[src/rtl/slot_sequencer_pkg.sv]
// rtl/slot_sequencer_pkg.sv - shared slot status and sequencer state encodings
package slot_sequencer_pkg;

    typedef enum logic [1:0] {
        ST_EMPTY = 2'd0,
        ST_READY = 2'd1,
        ST_DONE  = 2'd2,
        ST_ERROR = 2'd3
    } slot_status_e;

    typedef enum logic [2:0] {
        S_IDLE      = 3'd0,
        S_FETCH     = 3'd1,
        S_ISSUE     = 3'd2,
        S_WAIT      = 3'd3,
        S_WRITEBACK = 3'd4,
        S_FINISH    = 3'd5
    } seq_state_e;

endpackage

[src/rtl/slot_sequencer_profile.sv]
// rtl/slot_sequencer_profile.sv - saturating elapsed-cycle counter for one slot
module seq_profile_counter #(
    parameter int WIDTH = 32
) (
    input  logic             clk,
    input  logic             reset,
    input  logic             clear,
    input  logic             enable,
    output logic [WIDTH-1:0] count
);
    localparam logic [WIDTH-1:0] ONE = WIDTH'(1);

    logic [WIDTH-1:0] count_q, count_d;

    // Holds at all-ones so a very long transfer reports the maximum instead of wrapping.
    always_comb begin
        count_d = count_q;
        if (clear) begin
            count_d = '0;
        end else if (enable && !(&count_q)) begin
            count_d = count_q + ONE;
        end
    end

    always_ff @(posedge clk) begin
        if (reset) begin
            count_q <= '0;
        end else begin
            count_q <= count_d;
        end
    end

    assign count = count_q;

endmodule

[src/rtl/slot_sequencer.sv]
// rtl/slot_sequencer.sv - walks a slot range, issues MM2S/S2MM commands, writes back status and profile
module slot_sequencer
    import slot_sequencer_pkg::*;
#(
    parameter int INDEX_WIDTH    = 3,
    parameter int SRC_ADDR_WIDTH = 32,
    parameter int SRC_SIZE_WIDTH = 26,
    parameter int DST_ADDR_WIDTH = 32,
    parameter int DST_SIZE_WIDTH = 26,
    parameter int STATUS_WIDTH   = 2,
    parameter int PROFILE_WIDTH  = 32
) (
    input  logic                      clk,
    input  logic                      reset,
    input  logic                      start,
    input  logic [INDEX_WIDTH-1:0]    start_index,
    input  logic [INDEX_WIDTH:0]      slot_count,
    output logic                      busy,
    output logic                      done,
    output logic                      run_err,
    output logic [INDEX_WIDTH-1:0]    rd_index,
    input  logic [SRC_ADDR_WIDTH-1:0] rd_src_addr,
    input  logic [SRC_SIZE_WIDTH-1:0] rd_src_size,
    input  logic [DST_ADDR_WIDTH-1:0] rd_des_addr,
    input  logic [DST_SIZE_WIDTH-1:0] rd_des_size,
    input  logic [STATUS_WIDTH-1:0]   rd_status,
    output logic [INDEX_WIDTH-1:0]    wr_index,
    output logic [STATUS_WIDTH-1:0]   wr_status,
    output logic [PROFILE_WIDTH-1:0]  wr_profile,
    output logic                      set_status,
    output logic                      set_profile,
    output logic                      mm2s_valid,
    input  logic                      mm2s_ready,
    output logic [SRC_ADDR_WIDTH-1:0] mm2s_addr,
    output logic [SRC_SIZE_WIDTH-1:0] mm2s_size,
    input  logic                      mm2s_done,
    input  logic                      mm2s_err,
    output logic                      s2mm_valid,
    input  logic                      s2mm_ready,
    output logic [DST_ADDR_WIDTH-1:0] s2mm_addr,
    output logic [DST_SIZE_WIDTH-1:0] s2mm_size,
    input  logic                      s2mm_done,
    input  logic                      s2mm_err
);
    localparam logic [INDEX_WIDTH-1:0]  IDX_ONE     = INDEX_WIDTH'(1);
    localparam logic [INDEX_WIDTH:0]    REM_ONE     = (INDEX_WIDTH + 1)'(1);
    localparam logic [STATUS_WIDTH-1:0] STAT_READY  = STATUS_WIDTH'(ST_READY);
    localparam logic [STATUS_WIDTH-1:0] STAT_DONE   = STATUS_WIDTH'(ST_DONE);
    localparam logic [STATUS_WIDTH-1:0] STAT_ERROR  = STATUS_WIDTH'(ST_ERROR);

    seq_state_e                state_q, state_d;
    logic [INDEX_WIDTH-1:0]    cur_q, cur_d;
    logic [INDEX_WIDTH:0]      rem_q, rem_d;
    logic [SRC_ADDR_WIDTH-1:0] src_addr_q, src_addr_d;
    logic [SRC_SIZE_WIDTH-1:0] src_size_q, src_size_d;
    logic [DST_ADDR_WIDTH-1:0] des_addr_q, des_addr_d;
    logic [DST_SIZE_WIDTH-1:0] des_size_q, des_size_d;
    logic                      mm2s_valid_q, mm2s_valid_d;
    logic                      s2mm_valid_q, s2mm_valid_d;
    logic                      src_cmp_q, src_cmp_d;
    logic                      dst_cmp_q, dst_cmp_d;
    logic                      slot_err_q, slot_err_d;
    logic                      run_err_q, run_err_d;
    logic                      cnt_clear;
    logic                      cnt_enable;
    logic [PROFILE_WIDTH-1:0]  cnt_value;

    always_comb begin
        state_d      = state_q;
        cur_d        = cur_q;
        rem_d        = rem_q;
        src_addr_d   = src_addr_q;
        src_size_d   = src_size_q;
        des_addr_d   = des_addr_q;
        des_size_d   = des_size_q;
        mm2s_valid_d = mm2s_valid_q;
        s2mm_valid_d = s2mm_valid_q;
        src_cmp_d    = src_cmp_q;
        dst_cmp_d    = dst_cmp_q;
        slot_err_d   = slot_err_q;
        run_err_d    = run_err_q;
        cnt_clear    = 1'b0;

        case (state_q)
            S_IDLE: begin
                if (start) begin
                    run_err_d = 1'b0;
                    if (slot_count == '0) begin
                        state_d = S_FINISH;
                    end else begin
                        cur_d   = start_index;
                        rem_d   = slot_count;
                        state_d = S_FETCH;
                    end
                end
            end
            S_FETCH: begin
                src_addr_d = rd_src_addr;
                src_size_d = rd_src_size;
                des_addr_d = rd_des_addr;
                des_size_d = rd_des_size;
                if (rd_status != STAT_READY) begin
                    run_err_d = 1'b1;
                    state_d   = S_FINISH;
                end else begin
                    cnt_clear    = 1'b1;
                    mm2s_valid_d = (rd_src_size != '0);
                    s2mm_valid_d = (rd_des_size != '0);
                    src_cmp_d    = (rd_src_size == '0);
                    dst_cmp_d    = (rd_des_size == '0);
                    slot_err_d   = 1'b0;
                    state_d      = S_ISSUE;
                end
            end
            // Completions are captured in ISSUE too, so a done that races its handshake is kept.
            S_ISSUE, S_WAIT: begin
                if (mm2s_valid_q && mm2s_ready) mm2s_valid_d = 1'b0;
                if (s2mm_valid_q && s2mm_ready) s2mm_valid_d = 1'b0;
                if (mm2s_done) begin
                    src_cmp_d = 1'b1;
                    if (mm2s_err) slot_err_d = 1'b1;
                end
                if (s2mm_done) begin
                    dst_cmp_d = 1'b1;
                    if (s2mm_err) slot_err_d = 1'b1;
                end
                if (!mm2s_valid_d && !s2mm_valid_d) begin
                    state_d = (src_cmp_d && dst_cmp_d) ? S_WRITEBACK : S_WAIT;
                end
            end
            S_WRITEBACK: begin
                rem_d = rem_q - REM_ONE;
                if (slot_err_q) begin
                    run_err_d = 1'b1;
                    state_d   = S_FINISH;
                end else if (rem_q == REM_ONE) begin
                    state_d = S_FINISH;
                end else begin
                    cur_d   = cur_q + IDX_ONE;
                    state_d = S_FETCH;
                end
            end
            S_FINISH: state_d = S_IDLE;
            default:  state_d = S_IDLE;
        endcase
    end

    always_ff @(posedge clk) begin
        if (reset) begin
            state_q      <= S_IDLE;
            cur_q        <= '0;
            rem_q        <= '0;
            src_addr_q   <= '0;
            src_size_q   <= '0;
            des_addr_q   <= '0;
            des_size_q   <= '0;
            mm2s_valid_q <= 1'b0;
            s2mm_valid_q <= 1'b0;
            src_cmp_q    <= 1'b0;
            dst_cmp_q    <= 1'b0;
            slot_err_q   <= 1'b0;
            run_err_q    <= 1'b0;
        end else begin
            state_q      <= state_d;
            cur_q        <= cur_d;
            rem_q        <= rem_d;
            src_addr_q   <= src_addr_d;
            src_size_q   <= src_size_d;
            des_addr_q   <= des_addr_d;
            des_size_q   <= des_size_d;
            mm2s_valid_q <= mm2s_valid_d;
            s2mm_valid_q <= s2mm_valid_d;
            src_cmp_q    <= src_cmp_d;
            dst_cmp_q    <= dst_cmp_d;
            slot_err_q   <= slot_err_d;
            run_err_q    <= run_err_d;
        end
    end

    assign cnt_enable = (state_q == S_ISSUE) || (state_q == S_WAIT);

    seq_profile_counter #(
        .WIDTH (PROFILE_WIDTH)
    ) u_profile (
        .clk    (clk),
        .reset  (reset),
        .clear  (cnt_clear),
        .enable (cnt_enable),
        .count  (cnt_value)
    );

    assign busy        = (state_q == S_FETCH) || (state_q == S_ISSUE) ||
                         (state_q == S_WAIT)  || (state_q == S_WRITEBACK);
    assign done        = (state_q == S_FINISH);
    assign run_err     = run_err_q;
    assign rd_index    = cur_q;
    assign wr_index    = cur_q;
    assign set_status  = (state_q == S_WRITEBACK);
    assign set_profile = (state_q == S_WRITEBACK);
    assign wr_status   = (state_q != S_WRITEBACK) ? '0 : (slot_err_q ? STAT_ERROR : STAT_DONE);
    assign wr_profile  = (state_q == S_WRITEBACK) ? cnt_value : '0;
    assign mm2s_valid  = mm2s_valid_q;
    assign mm2s_addr   = src_addr_q;
    assign mm2s_size   = src_size_q;
    assign s2mm_valid  = s2mm_valid_q;
    assign s2mm_addr   = des_addr_q;
    assign s2mm_size   = des_size_q;

endmodule

[config.mk]
export PLATFORM = sky130hd
export DESIGN_NAME = slot_sequencer
export DESIGN_NICKNAME = d
export VERILOG_FILES = /design/src/rtl/slot_sequencer_pkg.sv /design/src/rtl/slot_sequencer_profile.sv /design/src/rtl/slot_sequencer.sv
export SDC_FILE = /design/constraint.sdc
export NUM_CORES = 1
export LEC_CHECK = 0
export ABC_AREA = 1
export ABC_CLOCK_PERIOD_IN_PS = 1700
export CAP_MARGIN = 10
export CORE_MARGIN = 4
export CORE_UTILIZATION = 39
export DETAILED_ROUTE_END_ITERATION = 8
export GPL_TIMING_DRIVEN = 1
export PLACE_DENSITY = 0.86
export SLEW_MARGIN = 20
export SYNTH_ARGS = -nofsm -noshare
export SYNTH_HDL_FRONTEND = slang
export SYNTH_SLANG_ARGS = --single-unit
export TNS_END_PERCENT = 30
[constraint.sdc]
create_clock -name clk -period 1.7 [get_ports clk]
set_input_delay 0.34 -clock clk [delete_from_list [all_inputs] [get_ports clk]]
set_output_delay 0.34 -clock clk [all_outputs]
set_load 0.05 [all_outputs]
==> After elaboration in Yosys (flattened, before gate mapping) <==
Cells that the tools add are included.
{ "classes": {"n_addsub": 3, "mux": 47, "eq_ne": 16, "n_reduce_logical": 29} }
{ "op_table": {"columns": ["op", "n"], "rows": [
  ["$logic_not A26 Y1", 2],
  ["$reduce_bool A26 Y1", 2],
  ["$mux W3", 11],
  ["$add A32 B1 Y32 const B", 1],
  ["$mux W32", 1],
  ["$reduce_and A32 Y1", 1],
  ["$mux W1", 23],
  ["$ne A2 B2 Y1 const B", 7],
  ["$pmux W3 S4", 1],
  ["$pmux W1 S2", 5],
  ["$mux W4", 2],
  ["$pmux W4 S2", 1],
  ["$eq A3 B2 Y1 const B", 2],
  ["$eq A3 B3 Y1 const B", 2],
  ["$pmux W3 S2", 1],
  ["$logic_and A1 B1 Y1", 5],
  ["$reduce_and A5 Y1", 1],
  ["$eq A4 B1 Y1 const B", 1],
  ["$logic_not A4 Y1", 1],
  ["$logic_or A1 B1 Y1", 4],
  ["$ne A2 B1 Y1 const B", 2],
  ["$reduce_and A2 Y1", 2],
  ["$reduce_and A4 Y1", 1],
  ["$reduce_bool A2 Y1", 2],
  ["11 further kinds", 14]
]} }
{ "word_totals": {"in_bits": 134, "regBits": 164, "word_cells": 109, "output_inout_bits": 163} }

==> Depth between registers and ports, before layout <==
Gate-level depths: netlist (run 1).
{ "logic_depth": {"word_depth": 7, "depth_mapped": 11, "ltp_nobuf": 10} }

==> Modules after synthesis <==
Synthesis (run 1) repeated with hierarchy kept, for this count alone.
{ "unflattened": {"cells_unflattened": 1113, "area_unflattened_um2": 7559.8} }
{ "modules_own_cells": {"columns": ["mod", "n_inst", "area_per_inst_um2", "cells_per_inst", "seq_area_each_um2"], "rows": [
  ["slot_sequencer", 1, 5507.8, 783, 2642.5],
  ["seq_profile_counter", 1, 2052.0, 330, 640.6]
]} }

==> Least setup slack after synthesis (run 1) <==
OpenSTA, ideal clock, no wires.
{ "synth_path": {"path_type": "flip-flop to output port", "startpoint": "reg state_q[1]", "endpoint": "out wr_profile[22]", "setup_slack_ns": -0.646, "arrival_time_ns": 2.006, "path_buffers": 2, "path_stages_with_launch": 8, "required_ns": 1.360, "path_cell_list": "dfxtp_1 inv_2 nand2_2 nor2_4 inv_2 buf_2 buf_2 nor2_1"} }
{ "synth_via": {"elab_chain_len": 2} }
{ "synth_rtl": {"columns": ["element", "line", "text"], "rows": [
  ["start: declaration", "slot_sequencer.sv:51", "seq_state_e state_q, state_d;"],
  ["start signal: assignment", "slot_sequencer.sv:164", "state_q <= state_d;"],
  ["$eq A3 B3 Y1", null, null],
  ["named net set_profile", "slot_sequencer.sv:31", "output logic set_profile,"],
  ["$mux W32", "slot_sequencer.sv:201", "assign wr_profile = (state_q == S_WRITEBACK) ? cnt_value : '0;"],
  ["end: declaration", "slot_sequencer.sv:29", "output logic [PROFILE_WIDTH-1:0] wr_profile,"]
]} }
The timed path passes the listed nets, and every way through them passes these cells.

==> Worst setup path after layout (run 1) <==
{ "layout_path": {"startpoint": "reg state_q[0]", "endpoint": "out wr_status[0]"} }
{ "layout_via": {"elab_chain_len": 2} }
{ "layout_rtl": {"columns": ["element", "line", "text"], "rows": [
  ["$ne A3 B3 Y1", "slot_sequencer.sv:200", "assign wr_status = (state_q != S_WRITEBACK) ? '0 : (slot_err_q ? STAT_ERROR : STAT_DONE);"],
  ["$mux W2", "slot_sequencer.sv:200", null],
  ["end: declaration", "slot_sequencer.sv:28", "output logic [STATUS_WIDTH-1:0] wr_status,"]
]} }
No other way between the ends.

==> results.toml, run 1 <==
[setup_path]
cp-end-kind = "primary output"
critical_path_required_ns = 1.36
slowest_stage = "dfxtp_4"
cpLargestDelayFamily = "buffers and inverters"
crit_buf_inv = 5
cp.arrival_ns = 1.68
max_stage_delay_ns = 0.36
cp_cell_sequence = "inv_4 > nand2_4 > nor2_4 > clkinv_4 > buf_12 > buf_16 > nor2_4 > buf_12"
path_max_fanout = 8
crit_type = "flop to primary output"
rr_startpoint = "u_profile.count[17]"
startpoint_type = "flop"
cp-startpoint = "state_q[0]"

[global_routing]
grt_pass1_wl_um = 39000
antenna_found_initial = 1
grt_max_degree = 79
grt_pass1_vias = 7767
gr-usage-all-layers = 0.235
gr-total-overflow = 0

[run]
max-cap-violations = 0

[hold_path]
holdCritPathClass = "flop to flop"
hold_start = "src_cmp_q"

[detailed_routing]
routed_wirelength_um = 25900
drtIter0Drc = 470
avgRoutedWirePerCell_um = 15.6
drtAntennaViolNets = 0
drt_first_pass_iters = 6
via_per_inst = 5.03
drcViolationCount = 0
routed-via-count = 8332

[finish]
finalInstanceArea_um2 = 12000
fill_cells = 1429
multi_input_area_um2 = 3710
nets = 1553
register_area_um2 = 3300
drive_gt1_frac = 0.247
synthToLayoutAreaGrowth_pct = 65.0

[yosys]
yosysTopAreaCellShare = 0.451
ys_top_cells_by_count = "345 x nor2_1, 164 x dfxtp_1, 148 x nand2_1, 136 x o21ai_0, 86 x inv_1"
post_synth_main_area_contributors = "dfxtp_1 45%, nor2_1 18%, o21ai_0 9.3%, nand2_1 7.6%, inv_1 4.4%"
ys.flop_type = "dfxtp_1"
synth_area_per_cell_um2 = 6.75
yosysMostFrequentCell = "nor2_1"
ys_ff_latch = 164
yosysSeqAreaShare = 0.451
yosysTopAreaCell = "dfxtp_1"
synth_cell_types = 32
syn-num-nets = 1218
synth_cells = 1080
yosysWarnings = 0
synth-edff-count = 0
synthesis.area_um2 = 7290
synthArstFlopShare = 0

[place]
placed_area_um2 = 11200
numPortBuffers = 296
hpwl_um = 19000
routabilityCongestion = 0.902
pre_cts_ws_ns = -0.173

[floorplanning]
boundaryPins = 297
initial_utilization = 0.402
fp-row-count = 49
core-area_um2 = 18100
dieArea_um2 = 20900
die_y_um = 145
die_x_um = 145

[sta]
min_period_ns = 2.02
fin_crit_sh = 1.19
worst_slack_ns = -0.322
worst_pin_slew_ns = 0.354
clock_skew_ns = 0.0132
rsz0062_at_grt = "true"
max_freq_ghz = 0.495
slew_headroom = 0.761
hold_viol = 0
fin_setup_tns_ns = -9.11
setup_viol_count_final = 38
holdWs_ns = 0.483
slew_viol_final = 0

[power]
powerDensity_nw_per_um2 = 1100
p_leak_nw = 4.99
power_mw = 13.2
peakVddDrop_v = 0.000771

[clock_network]
cts_buffer_depth = 2
clock_latency_ns = 0.42
clock_sinks = 164
root_buffer = "clkbuf_16"
htreeDepth = 4
clk_pin_slew_worst_paths_ns = 0.07
cts_tree = "done"
cts_buffers = 17
postCtsHoldBufs = 0

[outcome]
violations = "negative setup slack"
outcome = "complete, but fails checks"
## per-layer routing
layer	global-route usage	vias up	wire, um
met5	0	-	0
met4	0.107	0	1060
met3	0.0559	78	2170
met2	0.404	398	12600
met1	0.279	3779	10100
li1	-	4077	-
## layout by cell type, fill, tap and decap left out, types with 3 or more instances in the layout
cell type        count
nand2_2              8
inv_4                3
nor2_2               8
dfxtp_1            153
nor2_4              40
nor3_1               8
buf_6                4
o21bai_1             3
o21ai_1             11
ha_1                 3
clkdlybuf4s50_1    133
buf_4              185
inv_6                5
clkbuf_16           17
o21ai_0            132
inv_2                3
buf_12              45
inv_8                3
nand3_1             36
nor2_1             307
dfxtp_2              9
a21oi_1             43
nand2_4              4
buf_16               4
inv_1               84
nand4_1              5
xor2_1               6
nand2_1            143
## path summary, 6_finish.rpt
check / endpoint / slack [ns] / depth (start not counted)
min reg2reg: src_cmp_q / 0.48 / 2
min: src_cmp_q / 0.48 / 2
max: wr_status[0] / -0.32 / 8
max reg2reg: u_profile.count[27] / 0.04 / 8
## stage by stage
stage	util	std cells
2_1_floorplan	-	1080
3_3_place_gp	0.615	1612
3_5_place_dp	0.615	1612
4_1_cts	0.661	1656
5_1_grt	0.663	1657
6_report	0.663	1658
## state kept, by name, indices dropped and copies added (netlist names)
name             flops
mm2s_size           26
run_err              1
mm2s_addr           32
u_profile.count     32
dst_cmp_q            1
s2mm_size           26
s2mm_addr           32
s2mm_valid           1
state_q              3
slot_err_q           1
src_cmp_q            1
rem_q                4
rd_index             3
mm2s_valid           1
## worst register-to-register path, stage by stage, from the launching register on
cell     delay, ns
dfxtp_1       0.37
buf_4         0.15
nand2_1       0.08
nor2_1        0.24
nand3_1       0.14
nor2_1        0.22
nand3_2       0.13
o21ai_0       0.17
nor2_1        0.05
## logic make-up after synthesis
family | synth area share
AO/OA/AOI/OAI | 0.133
XOR/XNOR | 0.00721
adder cells (fa/ha/maj) | 0.00687
buffers and inverters | 0.0831
flip-flops | 0.451
AND/OR/NAND/NOR | 0.319
## report_power, final
part / internal [mW] / total [mW] / switching (mW) / leakage, nW
Clock: 2.21 / 3.93 / 1.72 / 0.287
Combinational: 1.56 / 4.66 / 3.10 / 3.35
Sequential: 4.35 / 4.63 / 0.277 / 1.35
## cell type report
| class | count | share of cell area |
|---|---|---|
| timing repair buffer | 371 | 0.314 |
| inverter | 91 | 0.0294 |
| clock inverter | 14 | 0.0138 |
| multi-input combinational | 770 | 0.309 |
| tap | 229 | 0.0238 |
| antenna | 2 | 0.000416 |
| clock buffer | 17 | 0.0354 |
| sequential | 164 | 0.275 |
## timing repair
item                       CTS  global route
cloned                       4             0
buffers inserted             9             2
pin swaps                    6             4
setup endpoints to repair   44           109
gates resized for setup     18            30
Power figures use the tool's default switching activity.
==> run 2, diff against run 1 <==
--- a/config.mk
+++ b/config.mk
@@ -7,12 +7,13 @@
 export LEC_CHECK = 0
 export ABC_AREA = 1
 export ABC_CLOCK_PERIOD_IN_PS = 1700
-export CAP_MARGIN = 10
+export CAP_MARGIN = 20
 export CORE_MARGIN = 4
 export CORE_UTILIZATION = 39
+export CTS_CLUSTER_DIAMETER = 30
 export DETAILED_ROUTE_END_ITERATION = 8
 export GPL_TIMING_DRIVEN = 1
-export PLACE_DENSITY = 0.86
+export PLACE_DENSITY_LB_ADDON = 0.15
 export SLEW_MARGIN = 20
 export SYNTH_ARGS = -nofsm -noshare
 export SYNTH_HDL_FRONTEND = slang
==> results.toml, run 2 (same netlist as run 1, synthesis figures left out) <==
[outcome]
outcome = "complete, but fails checks"
violations = "negative setup slack"

[place]
hpwl_um = 19200
numPortBuffers = 296
routabilityCongestion = 0.905

[global_routing]
met3_usage = 0.0529
grt_pass1_vias = 7530
gr-max-usage-layer = "met2"
grt_util_met1 = 0.301
grt_pass1_wl_um = 39800
gr-total-overflow = 0
grt_max_degree = 112
gr-usage-all-layers = 0.242
met2_usage = 0.415
antenna_found_initial = 0

[floorplanning]
die_x_um = 145
fp-row-count = 49
dieArea_um2 = 20900
boundaryPins = 297
core-area_um2 = 18100
initial_utilization = 0.402
die_y_um = 145

[detailed_routing]
routed_wirelength_um = 25900
drcViolationCount = 0
via_per_inst = 4.84
avgRoutedWirePerCell_um = 15.5
drtIter0Drc = 443
drtAntennaViolNets = 0
drt_first_pass_iters = 5
routed-via-count = 8056

[power]
peakVddDrop_v = 0.000684
powerDensity_nw_per_um2 = 1080
p_int_mw = 8.08
switchingPower_mw = 5.10
p_seq_frac = 0.350
swShare = 0.387
p_leak_nw = 5.07
power_frac_clock = 0.290
power_frac_comb = 0.360

[clock_network]
clock_sinks = 164
postCtsHoldBufs = 0
cts_buffer_depth = 2
clock_latency_ns = 0.43
cts_buffers = 17
root_buffer = "clkbuf_16"
htreeDepth = 4
clk_pin_slew_worst_paths_ns = 0.07
cts_tree = "done"

[finish]
nets = 1562
layout_commonest_cell = "nor2_1"
antenna_cells = 0
drive_gt1_frac = 0.255
fill_cells = 1591
synthToLayoutAreaGrowth_pct = 67.1
mostFrequentLayoutCells = "306 x nor2_1, 189 x buf_4, 154 x dfxtp_1"

[sta]
worst_pin_slew_ns = 0.463
rsz0062_at_grt = "true"
min_period_ns = 2.01
setup_viol_count_final = 38
fin_crit_sh = 1.18
clock_skew_ns = 0.0109
max_freq_ghz = 0.497
slew_viol_final = 0
holdWs_ns = 0.477
slew_headroom = 0.691
worst_slack_ns = -0.313
fin_setup_tns_ns = -10.08
hold_viol = 0

[setup_path]
crit_type = "flop to primary output"
critical_path_required_ns = 1.36
cp-end-kind = "primary output"
path_max_fanout = 5
cp.arrival_ns = 1.67
startpoint_type = "flop"

[run]
max-cap-violations = 0

[hold_path]
holdCritPathClass = "flop to flop"
## run 2: cell types whose count changed in the layout (fill, tap and decap cells not counted), moves of 3 or more
cell and change:
buf_4 +4, o21ai_1 -3, buf_12 +4, nand2_2 +3, o21ai_0 +3
## run 2: layout make-up
type | count | area [um^2] | share of cell area
clock buffer | 19 | 443 | 0.0364
clock inverter | 13 | 138 | 0.0113
inverter | 91 | 353 | 0.0290
multi-input combinational | 770 | 3720 | 0.305
sequential | 164 | 3300 | 0.271
tap | 229 | 287 | 0.0235
timing repair buffer | 380 | 3940 | 0.324
## run 2: repair_timing
action	in CTS	in global routing
pin swaps	8	9
gates resized for setup	22	24
cloned	5	1
setup buffers	12	3
setup endpoints to repair	40	74
## run 2: worst paths after layout
path / end / startpoint / cells past startpoint / slack (ns)
worst min-delay path: dst_cmp_q / dst_cmp_q / 2 / 0.48
worst max register to register: u_profile.count[22] / u_profile.count[8] / 10 / 0.08
worst min register to register: dst_cmp_q / dst_cmp_q / 2 / 0.48
worst max-delay path: wr_profile[4] / state_q[0] / 8 / -0.31
## run 2: per-layer routing
layer	share of wire	routed length [um]	vias to the layer above
met2	0.48	12400	280
li1	-	-	4100
met1	0.42	10800	3628
met5	0	0	-
met4	0.029	739	0
met3	0.074	1910	48
## run 2: worst max-delay path, stage by stage (launching register included)
cell      delay (ns)
dfxtp_4         0.36
inv_4           0.06
nand2_4         0.05
nor2_4          0.11
clkinv_4        0.09
buf_12          0.16
buf_16          0.15
nor2_4          0.12
buf_12          0.14
## run 2: metrics by stage
stage	cell area (um^2)	worst slack [ns]	util	std cells	total power [mW]
floorplan	7580	-0.265	-	1080	7.64
global route	12200	-0.369	0.671	1666	13.8
CTS	12100	-0.313	0.665	1662	13.2
detailed placement	11200	-0.0470	0.617	1614	9.28
finish	12200	-0.313	0.671	1666	13.2
global placement	11200	-0.0470	0.617	1614	9.22
## run 2: power by group through the flow
stage / clock, mW / combinational (mW) / sequential, mW
2_1_floorplan: 0 / 1.32 / 6.32
3_3_place_gp: 0 / 4.54 / 4.68
3_5_place_dp: 0 / 4.57 / 4.70
4_1_cts: 3.89 / 4.73 / 4.62
5_1_grt: 4.05 / 5.05 / 4.68
6_report: 3.82 / 4.74 / 4.62
